[src/rtl/regfile_bypass.sv]
// regfile_bypass
//   8 x WIDTH register file for the decode stage: two combinational read
//   ports, one write port, and write-before-read bypass so decode sees the
//   value writeback is committing in the same cycle.
//
// Ports
//   clk         in   rising-edge clock
//   rst         in   asynchronous reset, active low (0 = reset)
//   read1_reg   in   [2:0]        source index, port 1
//   read2_reg   in   [2:0]        source index, port 2
//   write_reg   in   [2:0]        destination index
//   write_data  in   [WIDTH-1:0]  data to write
//   write_en    in   write request this cycle
//   read1_data  out  [WIDTH-1:0]  entry[read1_reg], bypassed
//   read2_data  out  [WIDTH-1:0]  entry[read2_reg], bypassed
//   err         out  sticky flag: write_en was X/Z at a clock edge
module regfile_bypass #(
    parameter int                 WIDTH   = 16,
    parameter logic [WIDTH-1:0]   RST_VAL = '0
) (
    input  logic             clk,
    input  logic             rst,
    input  logic [2:0]       read1_reg,
    input  logic [2:0]       read2_reg,
    input  logic [2:0]       write_reg,
    input  logic [WIDTH-1:0] write_data,
    input  logic             write_en,
    output logic [WIDTH-1:0] read1_data,
    output logic [WIDTH-1:0] read2_data,
    output logic             err
);

    localparam int NUM_REGS = 8;
    localparam int NUM_RD   = 2;

    logic [NUM_REGS-1:0][WIDTH-1:0] regs_q, regs_d;
    logic                           err_q, err_d;
    logic [NUM_REGS-1:0]            we_dec;
    logic [NUM_RD-1:0][2:0]         rd_idx;
    logic [NUM_RD-1:0][WIDTH-1:0]   rd_data;
    logic                           wen_unknown;

    // One-hot write enable: write_en gated with the 3-to-8 decode.
    always_comb begin
        we_dec = '0;
        if (write_en) we_dec[write_reg] = 1'b1;
    end

    always_comb begin
        regs_d = regs_q;
        for (int i = 0; i < NUM_REGS; i++) begin
            if (we_dec[i]) regs_d[i] = write_data;
        end
    end

    // Case-equality compare: only an X/Z write_en makes both tests true.
    // Synthesis treats !== as !=, so this reduces to constant 0.
    assign wen_unknown = (write_en !== 1'b0) && (write_en !== 1'b1);

    always_comb begin
        err_d = err_q | wen_unknown;
    end

    always_ff @(posedge clk or negedge rst) begin
        if (!rst) begin
            regs_q <= {NUM_REGS{RST_VAL}};
            err_q  <= 1'b0;
        end else begin
            regs_q <= regs_d;
            err_q  <= err_d;
        end
    end

    assign rd_idx[0] = read1_reg;
    assign rd_idx[1] = read2_reg;

    // Each read port bypasses independently. While rst is low the array is
    // already forced to RST_VAL; the explicit override keeps the bypass
    // path from leaking write_data during reset.
    always_comb begin
        rd_data = '0;
        for (int p = 0; p < NUM_RD; p++) begin
            if (!rst)
                rd_data[p] = RST_VAL;
            else if (write_en && (rd_idx[p] == write_reg))
                rd_data[p] = write_data;
            else
                rd_data[p] = regs_q[rd_idx[p]];
        end
    end

    assign read1_data = rd_data[0];
    assign read2_data = rd_data[1];
    assign err        = err_q;

endmodule

[config.mk]
export PLATFORM = sky130hd
export DESIGN_NAME = regfile_bypass
export DESIGN_NICKNAME = d
export VERILOG_FILES = /design/src/rtl/regfile_bypass.sv
export SDC_FILE = /design/constraint.sdc
export NUM_CORES = 1
export LEC_CHECK = 0
export ABC_AREA = 1
export ABC_CLOCK_PERIOD_IN_PS = 1650
export CAP_MARGIN = 20
export CORE_MARGIN = 1.5
export CORE_UTILIZATION = 25
export CTS_BUF_LIST = sky130_fd_sc_hd__clkbuf_4
export DETAILED_ROUTE_END_ITERATION = 8
export GPL_ROUTABILITY_DRIVEN = 0
export PLACE_DENSITY = 0.42
export SKIP_CTS_REPAIR_TIMING = 1
export SLEW_MARGIN = 10
export SYNTH_ARGS = -nofsm -noshare
export SYNTH_HDL_FRONTEND = slang
export SYNTH_SLANG_ARGS = --single-unit
[constraint.sdc]
create_clock -name clk -period 1.65 [get_ports clk]
set_input_delay 0.33 -clock clk [delete_from_list [all_inputs] [get_ports clk]]
set_output_delay 0.33 -clock clk [all_outputs]
set_load 0.01 [all_outputs]
======== Word level (Yosys, flattened, before mapping) ========
Cells that the tools add are included.
storage, ports and cells
  input bits .............................. 28
  flip-flop bits (word level) ............. 129
  output and inout bits ................... 33
  word-level logic and storage cells ...... 33
operators by class
  $lt $le $gt $ge ......................... 4
  eq/ne operators ......................... 4
  muxes and demuxes ....................... 11
  bitwise operators ....................... 1
  reductions and logical operators ........ 4
operators by type and width
  kind                                                                                  count
  16-bit binary-select mux with 3-bit select                                            2
  16-bit 2-to-1 mux                                                                     6
  3-bit by 4-bit less-than comparator with 1-bit output (second input constant)         3
  8-bit 2-to-1 mux                                                                      1
  3-bit == test                                                                         2
  1-bit logical AND                                                                     4
  1-bit demux with 3-bit select                                                         1
  3-bit by 1-bit greater-or-equal comparator with 1-bit output (second input constant)  1
  1-bit !== test (second input constant)                                                2
  1-bit 2-to-1 mux                                                                      1
  1-bit bitwise OR                                                                      1

======== Logic depth before layout (Yosys ltp) ========
  word-level depth ........................ 5
  gate-level depth with buffers ........... 10
  depth with buffers taken out ............ 8

======== Worst setup path before layout ========
No wires, ideal clock.
  path type ............................... input to output
  from .................................... in read1_reg[1]
  to ...................................... out read1_data[0]
  slack ................................... 0.030 ns
  data required time ...................... 1.320 ns
  arrival time ............................ 1.290 ns
  cell stages on the path ................. 10
  cells stage by stage .................... buf_2 > inv_2 > nand2_1 > nand2_1 > nor2_4 > nand2_4 > buf_6 > nand2_1 > nor2_1 > nor2_1
on the way
  word-level cells in the longest chain between the ends .. 4
ends and longest elaborated chain
  item                                                                                 RTL line  source
  start, declared                                                                      23        input logic [2:0] read1_reg,
  16-bit binary-select mux with 3-bit select / 3-bit == test (equally long branches)   88, 85
  16-bit 2-to-1 mux (implied by the code) / 1-bit logical AND (equally long branches)  88, 85
  16-bit 2-to-1 mux (*)                                                                85        else if (write_en && (rd_idx[p] == write_reg))
  16-bit 2-to-1 mux (*)                                                                83        if (!rst)
  end, declared                                                                        28        output logic [WIDTH-1:0] read1_data,
Every way passes the cells marked *; elsewhere a longest branch is shown, timed or not. The select of a mux whose other input is x is not followed.

======== Final worst setup path ========
  from .................................... in rst
  to ...................................... out read1_data[9]
on the way
  word-level cells in the longest chain between the ends .. 1
ends and longest elaborated chain
  item               RTL line  source
  start, declared    22        input logic rst,
  16-bit 2-to-1 mux  83
Every way passes these cells.

==> flow_metrics.env <==
export IMPL_outcome="finished with violations"
export IMPL_violations="setup timing"
export IMPL_period_minus_slack_ns=2.11
export IMPL_syn_inst=1173
export IMPL_final_util_pct=34.3
export IMPL_power_uw=9440
export IMPL_netlist_top_cells_area="dfrtp_1 42%, nand2_1 24%, nand3_1 13%, o21ai_0 7.3%, nor2_1 5.3%"
export IMPL_crit_reg2reg_launch="regs_q[81]"
export IMPL_synth_most_common_cell="nand2_1"
export IMPL_synth_edf_count=0
export IMPL_grt_pass1_vias=7940
export IMPL_async_flop_share_pct=100
export IMPL_fp_coreArea_um2=30000
export IMPL_grt_usage_pct=20.5
export IMPL_yosys_area_top_type="dfrtp_1"
export IMPL_num_nets_final=1349
export IMPL_dr_total_vias=8314
export IMPL_net_switching_power_uw=3560
export IMPL_cts_root_buf="clkbuf_4"
export IMPL_finClkSkew_ns=0
export IMPL_clk_latency_ns=0.58
export IMPL_grt_first_pass_wirelength_um=48500
export IMPL_setup_viol=32
export IMPL_startpoint_type="input port"
export IMPL_p_seq_share_pct=44.8
export IMPL_drc=0
export IMPL_ys_types=19
export IMPL_grt_antenna_before_repair=2
export IMPL_nFillCells=3300
export IMPL_overflow=0
export IMPL_hold_viol=0
export IMPL_area_delta_synth_final_pct=33.9
export IMPL_postRouteWirelength_um=31900
export IMPL_cts_buffers=17
export IMPL_die_area_um2=31700
export IMPL_pre_cts_slack_ns=-1.15
export IMPL_wl_per_cell_um=18.5
export IMPL_grt_max_degree=40
export IMPL_p_int_uw=5880
export IMPL_power_density_nw_per_um2=919
export IMPL_drtIter0Drc=716
export IMPL_multiInputGateArea_um2=4240
export IMPL_slew_viol_final=0
export IMPL_avgViaCountPerCell=4.82
export IMPL_clkTransAtPathRegs_ns=0.14
export IMPL_portBuffers=59
export IMPL_start_util_pct=25.6
export IMPL_ys_seq_area_share_pct=41.7
export IMPL_cts_max_level=4
export IMPL_die_h_um=178
export IMPL_timing_setup_tns_ns=-10.58
export IMPL_r2r_setup_slack_ns=0.85
export IMPL_cts_tree="done"
export IMPL_yosys_top_cells_count="487 x nand2_1, 193 x nand3_1, 128 x dfrtp_1"
export IMPL_syn_num_nets=1201
export IMPL_min_delay_path_class="input port to async pin"
export IMPL_hpwl_um=21100
export IMPL_clockBufferDepth=2
export IMPL_ant_nets=0
export IMPL_switching_share_pct=37.7
export IMPL_critPathKind="input port to output pin"
export IMPL_worst_slack_ns=-0.464
export IMPL_cp_required_ns=1.32
export IMPL_rsz0062_at_grt="true"
export IMPL_critPathMaxFanout=13
export IMPL_fp_dieW_um=178
export IMPL_synth_ff_type="dfrtp_1"
export IMPL_largest_reg_flops=128
export IMPL_final_period_utilization_pct=128
export IMPL_ir_worst_vdd_v=0.000441
export IMPL_crit_arrival_ns=1.78
export IMPL_p_leak_uw=0.00504
export IMPL_reg_top3="regs_q (128)"
export IMPL_startpoint="rst"
export IMPL_syn_area_um2=7670
export IMPL_power_share_clock_pct=25.7
export IMPL_drive_above_1_share_pct=22.3
export IMPL_synth_avg_cell_area_um2=6.54
export IMPL_synthDominantCellAreaShare_pct=41.7
export IMPL_ff_latch_area_um2=3200
export IMPL_ys_ff_latch=128
export IMPL_dr_pass1_iters=6
export IMPL_cts_sinks=128
export IMPL_regMostFlops="regs_q"
export IMPL_rows=63
export IMPL_endpoint_kind="output pin"
export IMPL_power_frac_comb_pct=29.5
export IMPL_ios=61
export IMPL_yosys_warnings=0
export IMPL_max_freq_ghz=0.473
export IMPL_max_cap_violations=0
## area by class of cell
cell class | instances | share of cell area, %
antenna | 1 | 0.0244
clock buffer | 17 | 1.24
clock inverter | 15 | 1.74
inverter | 27 | 0.987
multi-input combinational | 935 | 41.3
sequential | 128 | 31.2
tap | 390 | 4.75
timing repair buffer | 212 | 18.8
## path summary, 6_finish.rpt
kind	endpoint	cells after the start
setup reg to reg	regs_q[81]	3
hold / removal	regs_q[91]	3
setup / recovery	read1_data[9]	7
max in group asynchronous	regs_q[121]	5
min in group clk	regs_q[14]	3
hold reg to reg	regs_q[61]	2
## cells in the final DEF, fill, tap and decap left out, types with 9 or more instances in the layout
| cell | count |
|---|---|
| nor2_4 | 10 |
| buf_4 | 117 |
| nor2_2 | 41 |
| dfrtp_1 | 128 |
| buf_12 | 22 |
| nand3_2 | 15 |
| o21ai_0 | 112 |
| clkinv_1 | 16 |
| nor2_1 | 71 |
| nand2_2 | 10 |
| dlygate4sd3_1 | 9 |
| a21oi_1 | 16 |
| clkdlybuf4s50_1 | 16 |
| clkbuf_2 | 9 |
| buf_2 | 24 |
| clkbuf_4 | 17 |
| nand3_1 | 178 |
| nand2_1 | 477 |
## critical path, cell delays in order
cell and delay (ns):
buf_6 0.12, buf_12 0.15, dlygate4sd3_1 0.68, buf_4 0.17, nand2_1 0.05, nor2_1 0.13, buf_2 0.15
## through the flow
| step | cells | hold slack [ns] | area, µm² |
|---|---|---|---|
| 6_report | 1725 | 0.313 | 10300 |
| 5_1_grt | 1725 | 0.271 | 10300 |
| 4_1_cts | 1688 | -0.364 | 9830 |
| 3_5_place_dp | 1656 | 0.278 | 9520 |
| 3_3_place_gp | 1656 | 0.287 | 9520 |
| 2_1_floorplan | 1173 | 0.0344 | 7670 |
## metal layers
metal | GRT usage [%] | share of wire, % | up-vias
met5 | 0 | 0 | -
li1 | - | - | 4057
met3 | 2.94 | 6.0 | 32
met2 | 31.6 | 45 | 257
met4 | 6.11 | 1.8 | 0
met1 | 29.4 | 48 | 3968
## cell families (layout without fill, tap and decap cells)
logic type      Yosys count  after routing  share of synthesized area [%]
compound gates          128            128                           8.35
flops                   128            128                           41.7
simple gates            805            806                           43.5
other cells               1              2                         0.0489
buf+inv                 111            271                           6.33
## power by group through the flow
stage | registers, µW | logic, µW | clock network, µW
2_1_floorplan | 4140 | 1550 | 0
3_3_place_gp | 4280 | 2550 | 0
3_5_place_dp | 4290 | 2570 | 0
4_1_cts | 4230 | 2580 | 2520
5_1_grt | 4310 | 3160 | 2660
6_report | 4230 | 2780 | 2430
Note: power is estimated with default switching activity, not from simulation.
